==> src/rtl/sid_mix_seq_if.sv <==
// Register write bus and sample output bus of the SID mixer.
// master = register host / sample consumer, slave = mixer.
interface sid_mix_seq_if #(
  parameter int OUT_W = 16
);
  logic                    WR;
  logic [4:0]              ADDR;
  logic [7:0]              DATA;
  logic signed [OUT_W-1:0] PRE_FILTER;
  logic signed [OUT_W-1:0] OUTPUT;
  logic                    OUT_VALID;
  logic                    OVERRUN;

  modport master (
    output WR, ADDR, DATA,
    input  PRE_FILTER, OUTPUT, OUT_VALID, OVERRUN
  );

  modport slave (
    input  WR, ADDR, DATA,
    output PRE_FILTER, OUTPUT, OUT_VALID, OVERRUN
  );
endinterface

==> src/rtl/sid_mix_seq.sv <==
// Time-multiplexed SID output mixer: one multiplier stepped over the voices per CLKen frame.
// CLKen to OUT_VALID is NUM_VOICES+4 cycles; CLKen outside IDLE is dropped and flagged in OVERRUN.
module sid_mix_seq #(
  parameter int NUM_VOICES = 3,
  parameter int VOICE_W    = 12,
  parameter int ENV_W      = 8,
  parameter int OUT_W      = 16,
  parameter int HEADROOM   = 3
) (
  input  logic                             CLK,
  input  logic                             RSTn,
  input  logic                             CLKen,
  input  logic [NUM_VOICES*VOICE_W-1:0]    VOICE_IN,
  input  logic [NUM_VOICES*ENV_W-1:0]      ENV_IN,
  input  logic signed [OUT_W-1:0]          FILT_LP,
  input  logic signed [OUT_W-1:0]          FILT_BP,
  input  logic signed [OUT_W-1:0]          FILT_HP,
  sid_mix_seq_if.slave                     bus
);

  localparam int ACC_W  = OUT_W + 3;
  localparam int PROD_W = VOICE_W + ENV_W + 1;
  localparam int PW     = (PROD_W > ACC_W) ? PROD_W : ACC_W;
  localparam int SHR    = VOICE_W + ENV_W - OUT_W + HEADROOM;

  typedef enum logic [2:0] {IDLE, MUL, SUM, CLIP, VOL} state_t;
  state_t state, state_nxt;

  logic [3:0] route_r, route_s;
  logic [2:0] mode_r, mode_s;
  logic [3:0] vol_r, vol_s;
  logic       off3_r, off3_s;

  logic [NUM_VOICES*VOICE_W-1:0] voice_q;
  logic [NUM_VOICES*ENV_W-1:0]   env_q;
  logic [2:0]                    idx;
  logic [1:0]                    pipe_idx;
  logic                          pipe_vld;
  logic signed [ACC_W-1:0]       pipe_amp;
  logic signed [ACC_W-1:0]       filt_acc, byp_acc, post_q;
  logic signed [OUT_W-1:0]       clip_q, pre_q, out_q;
  logic                          out_vld, overrun;

  // Pad the voice array to four entries so the index width stays fixed.
  logic [VOICE_W-1:0] v_arr [4];
  logic [ENV_W-1:0]   e_arr [4];
  for (genvar g = 0; g < 4; g++) begin : g_unpack
    if (g < NUM_VOICES) begin : g_used
      assign v_arr[g] = voice_q[g*VOICE_W +: VOICE_W];
      assign e_arr[g] = env_q[g*ENV_W +: ENV_W];
    end else begin : g_pad
      assign v_arr[g] = '0;
      assign e_arr[g] = '0;
    end
  end

  logic [VOICE_W-1:0]      v_cur;
  logic signed [PW-1:0]    s_ext, e_ext, prod;
  logic signed [ACC_W-1:0] amp, post_c;
  logic                    skip_byp;
  logic signed [OUT_W+4:0] vol_prod;

  assign v_cur = v_arr[idx[1:0]];
  assign s_ext = {{(PW-VOICE_W){~v_cur[VOICE_W-1]}}, ~v_cur[VOICE_W-1], v_cur[VOICE_W-2:0]};
  assign e_ext = {{(PW-ENV_W){1'b0}}, e_arr[idx[1:0]]};
  assign prod  = s_ext * e_ext;
  assign amp   = ACC_W'(prod >>> SHR);

  assign skip_byp = off3_s && (pipe_idx == 2'd2) && !route_s[2];

  assign post_c = byp_acc
                + (mode_s[0] ? ACC_W'(FILT_LP) : ACC_W'(0))
                + (mode_s[1] ? ACC_W'(FILT_BP) : ACC_W'(0))
                + (mode_s[2] ? ACC_W'(FILT_HP) : ACC_W'(0));

  assign vol_prod = clip_q * $signed({1'b0, vol_s});

  function automatic logic signed [OUT_W-1:0] sat(input logic signed [ACC_W-1:0] x);
    if ((&x[ACC_W-1:OUT_W-1]) || !(|x[ACC_W-1:OUT_W-1]))
      sat = x[OUT_W-1:0];
    else if (x[ACC_W-1])
      sat = {1'b1, {(OUT_W-1){1'b0}}};
    else
      sat = {1'b0, {(OUT_W-1){1'b1}}};
  endfunction

  always_comb begin
    state_nxt = state;
    case (state)
      IDLE:    if (CLKen) state_nxt = MUL;
      MUL:     if (idx == 3'(NUM_VOICES) && pipe_vld) state_nxt = SUM;
      SUM:     state_nxt = CLIP;
      CLIP:    state_nxt = VOL;
      VOL:     state_nxt = IDLE;
      default: state_nxt = IDLE;
    endcase
  end

  always_ff @(posedge CLK) begin
    if (!RSTn) state <= IDLE;
    else       state <= state_nxt;
  end

  always_ff @(posedge CLK) begin
    if (!RSTn) begin
      route_r  <= '0;
      mode_r   <= '0;
      vol_r    <= 4'hF;
      off3_r   <= 1'b0;
      route_s  <= '0;
      mode_s   <= '0;
      vol_s    <= 4'hF;
      off3_s   <= 1'b0;
      voice_q  <= '0;
      env_q    <= '0;
      idx      <= '0;
      pipe_idx <= '0;
      pipe_vld <= 1'b0;
      pipe_amp <= '0;
      filt_acc <= '0;
      byp_acc  <= '0;
      post_q   <= '0;
      clip_q   <= '0;
      pre_q    <= '0;
      out_q    <= '0;
      out_vld  <= 1'b0;
      overrun  <= 1'b0;
    end else begin
      if (bus.WR) begin
        case (bus.ADDR)
          5'h17: route_r <= 4'(bus.DATA[NUM_VOICES-1:0]);
          5'h18: begin
            off3_r <= bus.DATA[7];
            mode_r <= bus.DATA[6:4];
            vol_r  <= bus.DATA[3:0];
          end
          default: ;
        endcase
      end

      if (CLKen && state != IDLE) overrun <= 1'b1;
      out_vld <= (state == VOL);

      case (state)
        IDLE: if (CLKen) begin
          // Shadows take the pre-write values when WR coincides with CLKen.
          voice_q  <= VOICE_IN;
          env_q    <= ENV_IN;
          route_s  <= route_r;
          mode_s   <= mode_r;
          vol_s    <= vol_r;
          off3_s   <= off3_r;
          filt_acc <= '0;
          byp_acc  <= '0;
          idx      <= '0;
          pipe_vld <= 1'b0;
        end
        MUL: begin
          if (idx != 3'(NUM_VOICES)) begin
            pipe_amp <= amp;
            pipe_idx <= idx[1:0];
            pipe_vld <= 1'b1;
            idx      <= idx + 3'd1;
          end else begin
            pipe_vld <= 1'b0;
          end
          if (pipe_vld) begin
            if (route_s[pipe_idx]) filt_acc <= filt_acc + pipe_amp;
            else if (!skip_byp)    byp_acc  <= byp_acc + pipe_amp;
          end
        end
        SUM: begin
          pre_q  <= sat(filt_acc);
          post_q <= post_c;
        end
        CLIP: clip_q <= sat(post_q);
        VOL:  out_q  <= OUT_W'(vol_prod >>> 4);
        default: ;
      endcase
    end
  end

  assign bus.PRE_FILTER = pre_q;
  assign bus.OUTPUT     = out_q;
  assign bus.OUT_VALID  = out_vld;
  assign bus.OVERRUN    = overrun;

endmodule

==> src/flat_wrapper.sv <==
// flat-port wrapper written by rule: the top's interface ports become plain ports
module sid_mix_seq_flat 
#(
  parameter int NUM_VOICES = 3,
  parameter int VOICE_W    = 12,
  parameter int ENV_W      = 8,
  parameter int OUT_W      = 16,
  parameter int HEADROOM   = 3
)
  (CLK, RSTn, CLKen, VOICE_IN, ENV_IN, FILT_LP, FILT_BP, FILT_HP, bus_WR, bus_ADDR, bus_DATA, bus_PRE_FILTER, bus_OUTPUT, bus_OUT_VALID, bus_OVERRUN);
  sid_mix_seq_if #(.OUT_W(OUT_W)) bus_i ();
  input  logic CLK;
  input  logic RSTn;
  input  logic CLKen;
  input  logic [NUM_VOICES*VOICE_W-1:0] VOICE_IN;
  input  logic [NUM_VOICES*ENV_W-1:0] ENV_IN;
  input  logic signed [OUT_W-1:0] FILT_LP;
  input  logic signed [OUT_W-1:0] FILT_BP;
  input  logic signed [OUT_W-1:0] FILT_HP;
  input wire logic [$bits(bus_i.WR)-1:0] bus_WR;
  input wire logic [$bits(bus_i.ADDR)-1:0] bus_ADDR;
  input wire logic [$bits(bus_i.DATA)-1:0] bus_DATA;
  output wire logic [$bits(bus_i.PRE_FILTER)-1:0] bus_PRE_FILTER;
  output wire logic [$bits(bus_i.OUTPUT)-1:0] bus_OUTPUT;
  output wire logic [$bits(bus_i.OUT_VALID)-1:0] bus_OUT_VALID;
  output wire logic [$bits(bus_i.OVERRUN)-1:0] bus_OVERRUN;
  assign bus_i.WR = bus_WR;
  assign bus_i.ADDR = bus_ADDR;
  assign bus_i.DATA = bus_DATA;
  assign bus_PRE_FILTER = bus_i.PRE_FILTER;
  assign bus_OUTPUT = bus_i.OUTPUT;
  assign bus_OUT_VALID = bus_i.OUT_VALID;
  assign bus_OVERRUN = bus_i.OVERRUN;
  sid_mix_seq #(.NUM_VOICES(NUM_VOICES), .VOICE_W(VOICE_W), .ENV_W(ENV_W), .OUT_W(OUT_W), .HEADROOM(HEADROOM)) u_core (.CLK(CLK), .RSTn(RSTn), .CLKen(CLKen), .VOICE_IN(VOICE_IN), .ENV_IN(ENV_IN), .FILT_LP(FILT_LP), .FILT_BP(FILT_BP), .FILT_HP(FILT_HP), .bus(bus_i));
endmodule
==> config.mk <==
export PLATFORM = sky130hd
export DESIGN_NAME = sid_mix_seq_flat
export DESIGN_NICKNAME = d
export VERILOG_FILES = /design/src/rtl/sid_mix_seq_if.sv /design/src/rtl/sid_mix_seq.sv /design/src/flat_wrapper.sv
export SDC_FILE = /design/constraint.sdc
export NUM_CORES = 1
export LEC_CHECK = 0
export CORE_ASPECT_RATIO = 1.25
export CORE_MARGIN = 1.5
export CORE_UTILIZATION = 55
export DETAILED_ROUTE_END_ITERATION = 6
export HOLD_SLACK_MARGIN = 0.12
export PLACE_DENSITY = 0.77
export SETUP_SLACK_MARGIN = 0.2
export SYNTH_ARGS = -nofsm -noshare
export SYNTH_HDL_FRONTEND = slang
export SYNTH_SLANG_ARGS = --single-unit
==> constraint.sdc <==
create_clock -name CLK -period 13.72 [get_ports CLK]
set_clock_uncertainty 0.15 [all_clocks]
set_input_delay 2.744 -clock CLK [delete_from_list [all_inputs] [get_ports CLK]]
set_output_delay 2.744 -clock CLK [all_outputs]
set_load 0.05 [all_outputs]
==> results of run 1 <==
-- layer usage --
layer  track usage (%)  vias up  part of all wire [%]
met5                 0        -                     0
met4              9.54        0                   3.0
met3              2.56       76                   3.0
met2              51.4      246                    55
met1              28.5     6995                    39
li1                  -     6995                     -
-- metrics by stage --
stage          util [%]  hold WS [ns]  power (mW)  instance area, µm²  std cells
2_1_floorplan         -         0.281       0.945               16800       2070
3_3_place_gp       61.9         0.288        1.05               18600       2549
3_5_place_dp       61.9         0.297        1.06               18600       2549
4_1_cts            64.9         0.305        1.80               19500       2592
5_1_grt            64.9         0.322        1.87               19500       2593
6_report           64.9         0.305        1.79               19500       2594
-- final timing paths --
check,endpoint,cells after the start,startpoint
worst max-delay path,u_core.pipe_amp[12]$_SDFFE_PN0P_,20,u_core.idx[0]$_SDFFE_PN0P_
worst min-delay path,u_core.voice_q[29]$_SDFFE_PN0P_,2,u_core.voice_q[29]$_SDFFE_PN0P_
worst max register to register,u_core.pipe_amp[12]$_SDFFE_PN0P_,20,u_core.idx[0]$_SDFFE_PN0P_
worst min register to register,u_core.voice_q[29]$_SDFFE_PN0P_,2,u_core.voice_q[29]$_SDFFE_PN0P_
-- worst max-delay path: cells and delay by family, from the launching register on --
family | cells | cell delay, ns
fa+ha+maj | 5 | 2.38
flops | 1 | 0.46
compound gates | 6 | 1.86
mux | 2 | 0.29
buf+inv | 4 | 0.65
simple gates | 3 | 0.66
-- cells in the mapped netlist, drive strengths merged (5+ instances only) --
master | n | area (µm²)
o21bai | 5 | 37.5
inv | 232 | 871
mux2i | 35 | 350
nand4 | 5 | 31.3
xnor2 | 43 | 377
a2111oi | 5 | 56.3
nor3 | 37 | 208
a211oi | 5 | 37.5
ha | 130 | 1630
and2 | 63 | 394
a21o | 27 | 203
nor2b | 16 | 100
a22oi | 20 | 150
and3 | 7 | 43.8
o31ai | 6 | 45.0
a21oi | 192 | 965
nor2 | 127 | 487
a31oi | 7 | 43.8
xor2 | 27 | 236
clkbuf | 83 | 312
fa | 144 | 2880
o22a | 10 | 88.8
o22ai | 15 | 93.8
nand2 | 414 | 1550
o21a | 12 | 91.3
nand3 | 32 | 160
buf | 6 | 50.1
nand2b | 7 | 43.8
o21ai | 71 | 355
or3 | 15 | 93.8
dfxtp | 212 | 4240
-- sequential cells by signal, indices dropped and copies added (netlist names), 14 cells and up --
signal	cells
u_core.voice_q	36
u_core.byp_acc	19
u_core.env_q	24
u_core.bus.OUTPUT	16
u_core.clip_q	16
u_core.filt_acc	19
u_core.post_q	19
u_core.bus.PRE_FILTER	16
u_core.pipe_amp	14
-- cells by family after synthesis --
kind of cell	count (synthesis)	share of synthesized area, %
adder cells (fa/ha/maj)	274	26.9
AND/OR/NAND/NOR	753	20.0
XOR/XNOR	70	3.65
multiplexers	38	2.29
flip-flops	212	25.3
AO/OA/AOI/OAI	401	14.5
buffers and inverters	322	7.37
-- cell type report --
class	count	area share (%)
inverters	233	4.50
diodes	2	0.0257
clock buffers	31	3.48
well taps	401	2.57
repair buffers	167	8.43
multi-input cells	1536	58.0
flip-flops and latches	212	21.8
clock inverters	12	1.19
-- power groups by stage --
stage / Sequential [mW] / Combinational [mW] / Clock (mW)
floorplan: 0.667 / 0.278 / 0
global placement: 0.680 / 0.371 / 0
detailed placement: 0.681 / 0.381 / 0
CTS: 0.667 / 0.384 / 0.749
global route: 0.670 / 0.430 / 0.772
finish: 0.668 / 0.384 / 0.739
==> impl_results.md, run 1 <==
* Number of flops mapped to enable cells by yosys at 0
* Post-CTS setup buffers at 0
* Port-buffer cells at 158
* Worst skew pair latency at 0.53 ns
* CP max-delay cell: o22ai_1
* DP HPWL at 31.2 mm
* Yosys reg bits at 212
* Total track usage at 26.0%
* CP Launch Type: flop
* Sw Share at 29.1%
* Status: complete, no violations
* Crit path cell chain: buf_4 > mux2i_1 > o22ai_1 > nand2_1 > fa_1 > inv_1 > fa_1 > fa_1 > inv_1 > fa_1 > inv_1 > ha_1 > a21o_1 > or4_1 > a21oi_2 > nor3_4 > o2111ai_2 > a31oi_1 > mux2i_1 > a311o_1
* Sum Neg Setup Slack at 0 ns
* Syn_nets at 2469
* Clock transition at path regs at 0.06 ns
* Cts hold-fix bufs at 0
* Sink Count at 212
* Starting DRT DRC Count at 617
* Multi-input logic area at 0.0113 mm²
* Critical path's largest stage delay at 0.72 ns
* ANT nets after route at 0
* Placement Setup Slack at 6.65 ns
* Largest net degree at the start of global routing at 74
* Count of final max-slew check failures at 0
* Core area at 0.0300 mm²
* Die H at 198 µm
* Worst EP required at 13.98 ns
* Period Utilization, post-route at 48.0%
* Inserted Clock Buffers at 24
* Final setup viols at 0
* Layout Nets at 2573
* CP Class: flop to flop
* Initial Utilization at 55.9%
* Final WS setup at 7.13 ns
* Leak pwr at 8.94 nW
* Vias per inst at 5.52
* Max Cap Viol at 0
* First-pass GRT wire length at 67.8 mm
* WL final at 40.8 mm
* Die width at 159 µm
* Reg2Reg Setup Slack at 7.13 ns
* Mapped Area at 0.0168 mm²
* GPL Wtd Cong at 0.866
* Unrepaired setup endpoints after global routing: no
* Hold Vio Cnt, Final at 0
* Combinational share of power at 21.4%
* Async set-or-reset flop fraction in the synthesized netlist at 0%
* DRT Pass-1 Iters at 5
* Fmax at 0.152 GHz
* Mean Syn Cell Area at 8.11 µm²
* PD cells at 91.8 mW/mm²
* Peak supply drop at 0.0000778 V
* Grt ovf at 0
* Worst Path Arrival at 6.85 ns
* Register Area at 0.00425 mm²
* # IOs at 159
* Register area share after synthesis at 25.3%
* Hold/Removal Path Class: flop to flop
* # fillers at 2653
* Clock root buffer: clkbuf_16
* Cell variety after synth at 74
* NetSw at 0.521 mW
* Post-CTS sizing at 0
* Vias at 14312
* Ys flop type: dfxtp_1
* DRC violations left at 0
* Tightest Pin Transition at 1.15 ns
* Synth warn at 0
* Layout area overhead at 16.2%
* Layout cells sized above 1 at 3.61%
* Initial antenna violation count at 1
* CP most frequent cell: fa_1
* Worst Path Max Fanout at 43
* Wirelength per Cell at 15.7 µm
* Die ar. at 0.0316 mm²
* Commonest non-fill, non-tap cell in the layout: nand2_1
* Most frequent cells in the layout: nand2_1, inv_1, dfxtp_1, a21oi_1, clkdlybuf4s50_1
* Longest Clk Path Bufs at 3
* Setup crit end kind: flop
* Fin crit period at 6.59 ns
* Part of the power in registers at 37.3%
* CTS H-tree lvls at 1
* CTS tree: done
* Rel. slew slack at 23.4%
* Vias in the first global route at 14591
* Pint at 1.27 mW
* Row cnt at 71
* Cell count after synthesis at 2070
* Clock share of power at 41.3%
(Power assumes the default switching activity.)
==> inputs of run 2 (changes only) <==
Settings changed: CORE_UTILIZATION 55 to 54, PLACE_DENSITY 0.77 to 0.79.
Clock period 13.72 ns to 5.7 ns, I/O delays scaled along.
==> run 2 against run 1 <==
Register-to-register slack got worse by 6.9 ns. Highest routed layer unchanged. Flip-flop and latch count stayed put. Critical endpoint unchanged. Die area increased by 1.8%. Count of clock-buffer cells in the layout shrank 1. Non-clock buffer count grew 41. Global-route usage about the same. Total power rose by 140%. Via count rose by 1.4%. Critical path depth rose by 2. Utilization is 0.24 points higher. Worst hold slack worse by 0.0027 ns. Largest power group unchanged. Fmax grew 20%.
==> impl_results.md, run 2 (synthesis results as in run 1) <==
* Max reg flops at 36
* Status: complete, no violations
* Port-buffer cells at 158
* Longest Clk Path Bufs at 3
* CTS tree: done
* Tightest Pin Transition at 1.09 ns
* Die ar. at 0.0322 mm²
* Fmax at 0.182 GHz
* Dpl cells at 2577
* Hold/Removal Path Class: flop to flop
* Sw Share at 29.1%
* GPL Wtd Cong at 0.914
* CTS H-tree lvls at 1
* # fillers at 2648
* Total track usage at 26.0%
* Commonest non-fill, non-tap cell in the layout: nand2_1
* Clock transition at path regs at 0.06 ns
* Multi-input logic area at 0.0115 mm²
* Layout area overhead at 19.6%
* Sink Count at 212
* Period Utilization, post-route at 96.5%
* Worst skew pair latency at 0.52 ns
* Fin crit period at 5.50 ns
* PD cells at 211 mW/mm²
* Worst Path Arrival at 5.74 ns
* Hold Vio Cnt, Final at 0
* CP Class: flop to flop
* Regs by FF count: u_core.voice_q: 36 flops, u_core.env_q: 24 flops
* NetSw at 1.23 mW
* Starting DRT DRC Count at 744
* Inserted Clock Buffers at 23
* WL final at 41.9 mm
* Clock share of power at 38.3%
* Initial antenna violation count at 1
* Count of final max-slew check failures at 0
* DP HPWL at 32.1 mm
* Placement Setup Slack at 0.0574 ns
* CP Launch Type: flop
* Register Area at 0.00425 mm²
* Leak pwr at 9.18 nW
* Die H at 200 µm
* Wirelength per Cell at 15.9 µm
* Core area at 0.0308 mm²
* Max Cap Viol at 0
* Vias in the first global route at 14879
* First-pass GRT wire length at 68.9 mm
* Part of the power in registers at 38.0%
* Grt ovf at 0
* Cts hold-fix bufs at 0
* DRC violations left at 0
* Vias per inst at 5.50
* Initial Utilization at 54.5%
* DRT Pass-1 Iters at 6
* Rel. slew slack at 27.1%
* ANT nets after route at 0
* Pint at 3.01 mW
* Largest net degree at the start of global routing at 80
* Die width at 161 µm
* Unrepaired setup endpoints after global routing: yes
* Non-Filler Instances at 2637
* Sum Neg Setup Slack at 0 ns
* Most frequent cells in the layout: nand2_1, inv_1, dfxtp_1, a21oi_1, clkdlybuf4s50_1
* Layout cells sized above 1 at 7.18%
* Combinational share of power at 23.7%
* Worst EP required at 5.94 ns
* Final WS setup at 0.198 ns
* Setup crit end kind: flop
* Peak supply drop at 0.000194 V
* Worst Path Max Fanout at 6
* Reg with most FFs: u_core.voice_q
* Layout Nets at 2613
* Vias at 14507
* Clock root buffer: clkbuf_16
* Row cnt at 72
* Final setup viols at 0
* # IOs at 159
-- run 2: cell types whose count changed in the layout (fill, tap and decap cells not counted), moves of 5 or more --
cell,before,now
buf_4,9,38
buf_6,0,6
nand2_1,413,407
nand2_2,1,7
o22ai_1,15,2
o22ai_2,0,8
o22ai_4,0,5
-- run 2: worst max-delay path, stage by stage, from the launching register on --
cell and delay [ns]:
dfxtp_4 0.35, buf_12 0.14, buf_12 0.13, mux2i_2 0.16, o22ai_4 0.25, buf_6 0.13, nand2_1 0.06, fa_1 0.47
fa_1 0.49, inv_1 0.06, fa_1 0.54, inv_1 0.05, fa_1 0.47, inv_1 0.05, ha_2 0.17, a21o_1 0.19
or4_4 0.44, a21oi_4 0.16, nor3_4 0.08, o2111ai_2 0.24, a31oi_2 0.14, mux2i_1 0.14, a311o_1 0.31
-- run 2: area by class of cell --
cell class	instances	share of cell area, %
sequential	212	21.2
clock inverter	10	0.885
inverter	233	4.37
tap	407	2.54
multi-input combinational	1536	57.5
antenna	1	0.0125
timing repair buffer	208	10.3
clock buffer	30	3.20
-- run 2: metrics by stage --
stage | hold slack [ns] | utilization [%] | cell area (µm²) | power [mW]
2_1_floorplan | 0.281 | - | 16900 | 2.29
5_1_grt | 0.321 | 65.2 | 20100 | 4.45
4_1_cts | 0.301 | 64.3 | 19800 | 4.24
6_report | 0.302 | 65.2 | 20100 | 4.24
3_5_place_dp | 0.292 | 61.3 | 18900 | 2.60
3_3_place_gp | 0.287 | 61.3 | 18900 | 2.57
-- run 2: routing by layer --
layer | GRT usage, % | vias up | share of wire, %
li1 | - | 7078 | -
met1 | 29.5 | 7061 | 39
met2 | 50.3 | 288 | 55
met3 | 2.28 | 80 | 3.4
met4 | 8.91 | 0 | 2.7
met5 | 0 | - | 0
-- run 2: worst paths after layout --
kind                                startpoint                           endpoint  slack [ns]  cells after the start
min          u_core.bus.OUTPUT[6]$_SDFFE_PN0P_  u_core.bus.OUTPUT[6]$_SDFFE_PN0P_        0.30                      2
max                 u_core.idx[0]$_SDFFE_PN0P_   u_core.pipe_amp[12]$_SDFFE_PN0P_        0.20                     22
min reg2reg  u_core.bus.OUTPUT[6]$_SDFFE_PN0P_  u_core.bus.OUTPUT[6]$_SDFFE_PN0P_        0.30                      2
max reg2reg         u_core.idx[0]$_SDFFE_PN0P_   u_core.pipe_amp[12]$_SDFFE_PN0P_        0.20                     22
-- run 2: what timing repair did --
item,CTS,global route
pin swaps,2,19
gates cloned,2,1
buffers inserted,3,13
gates resized for setup,5,40
setup endpoints to repair,4,9
-- run 2: power by group through the flow --
| stage | sequential (mW) | combinational [mW] | clock [mW] |
|---|---|---|---|
| 5_1_grt | 1.62 | 1.13 | 1.71 |
| 3_5_place_dp | 1.64 | 0.958 | 0 |
| 3_3_place_gp | 1.64 | 0.928 | 0 |
| 4_1_cts | 1.61 | 0.977 | 1.65 |
| 6_report | 1.61 | 1.01 | 1.62 |
| 2_1_floorplan | 1.61 | 0.684 | 0 |
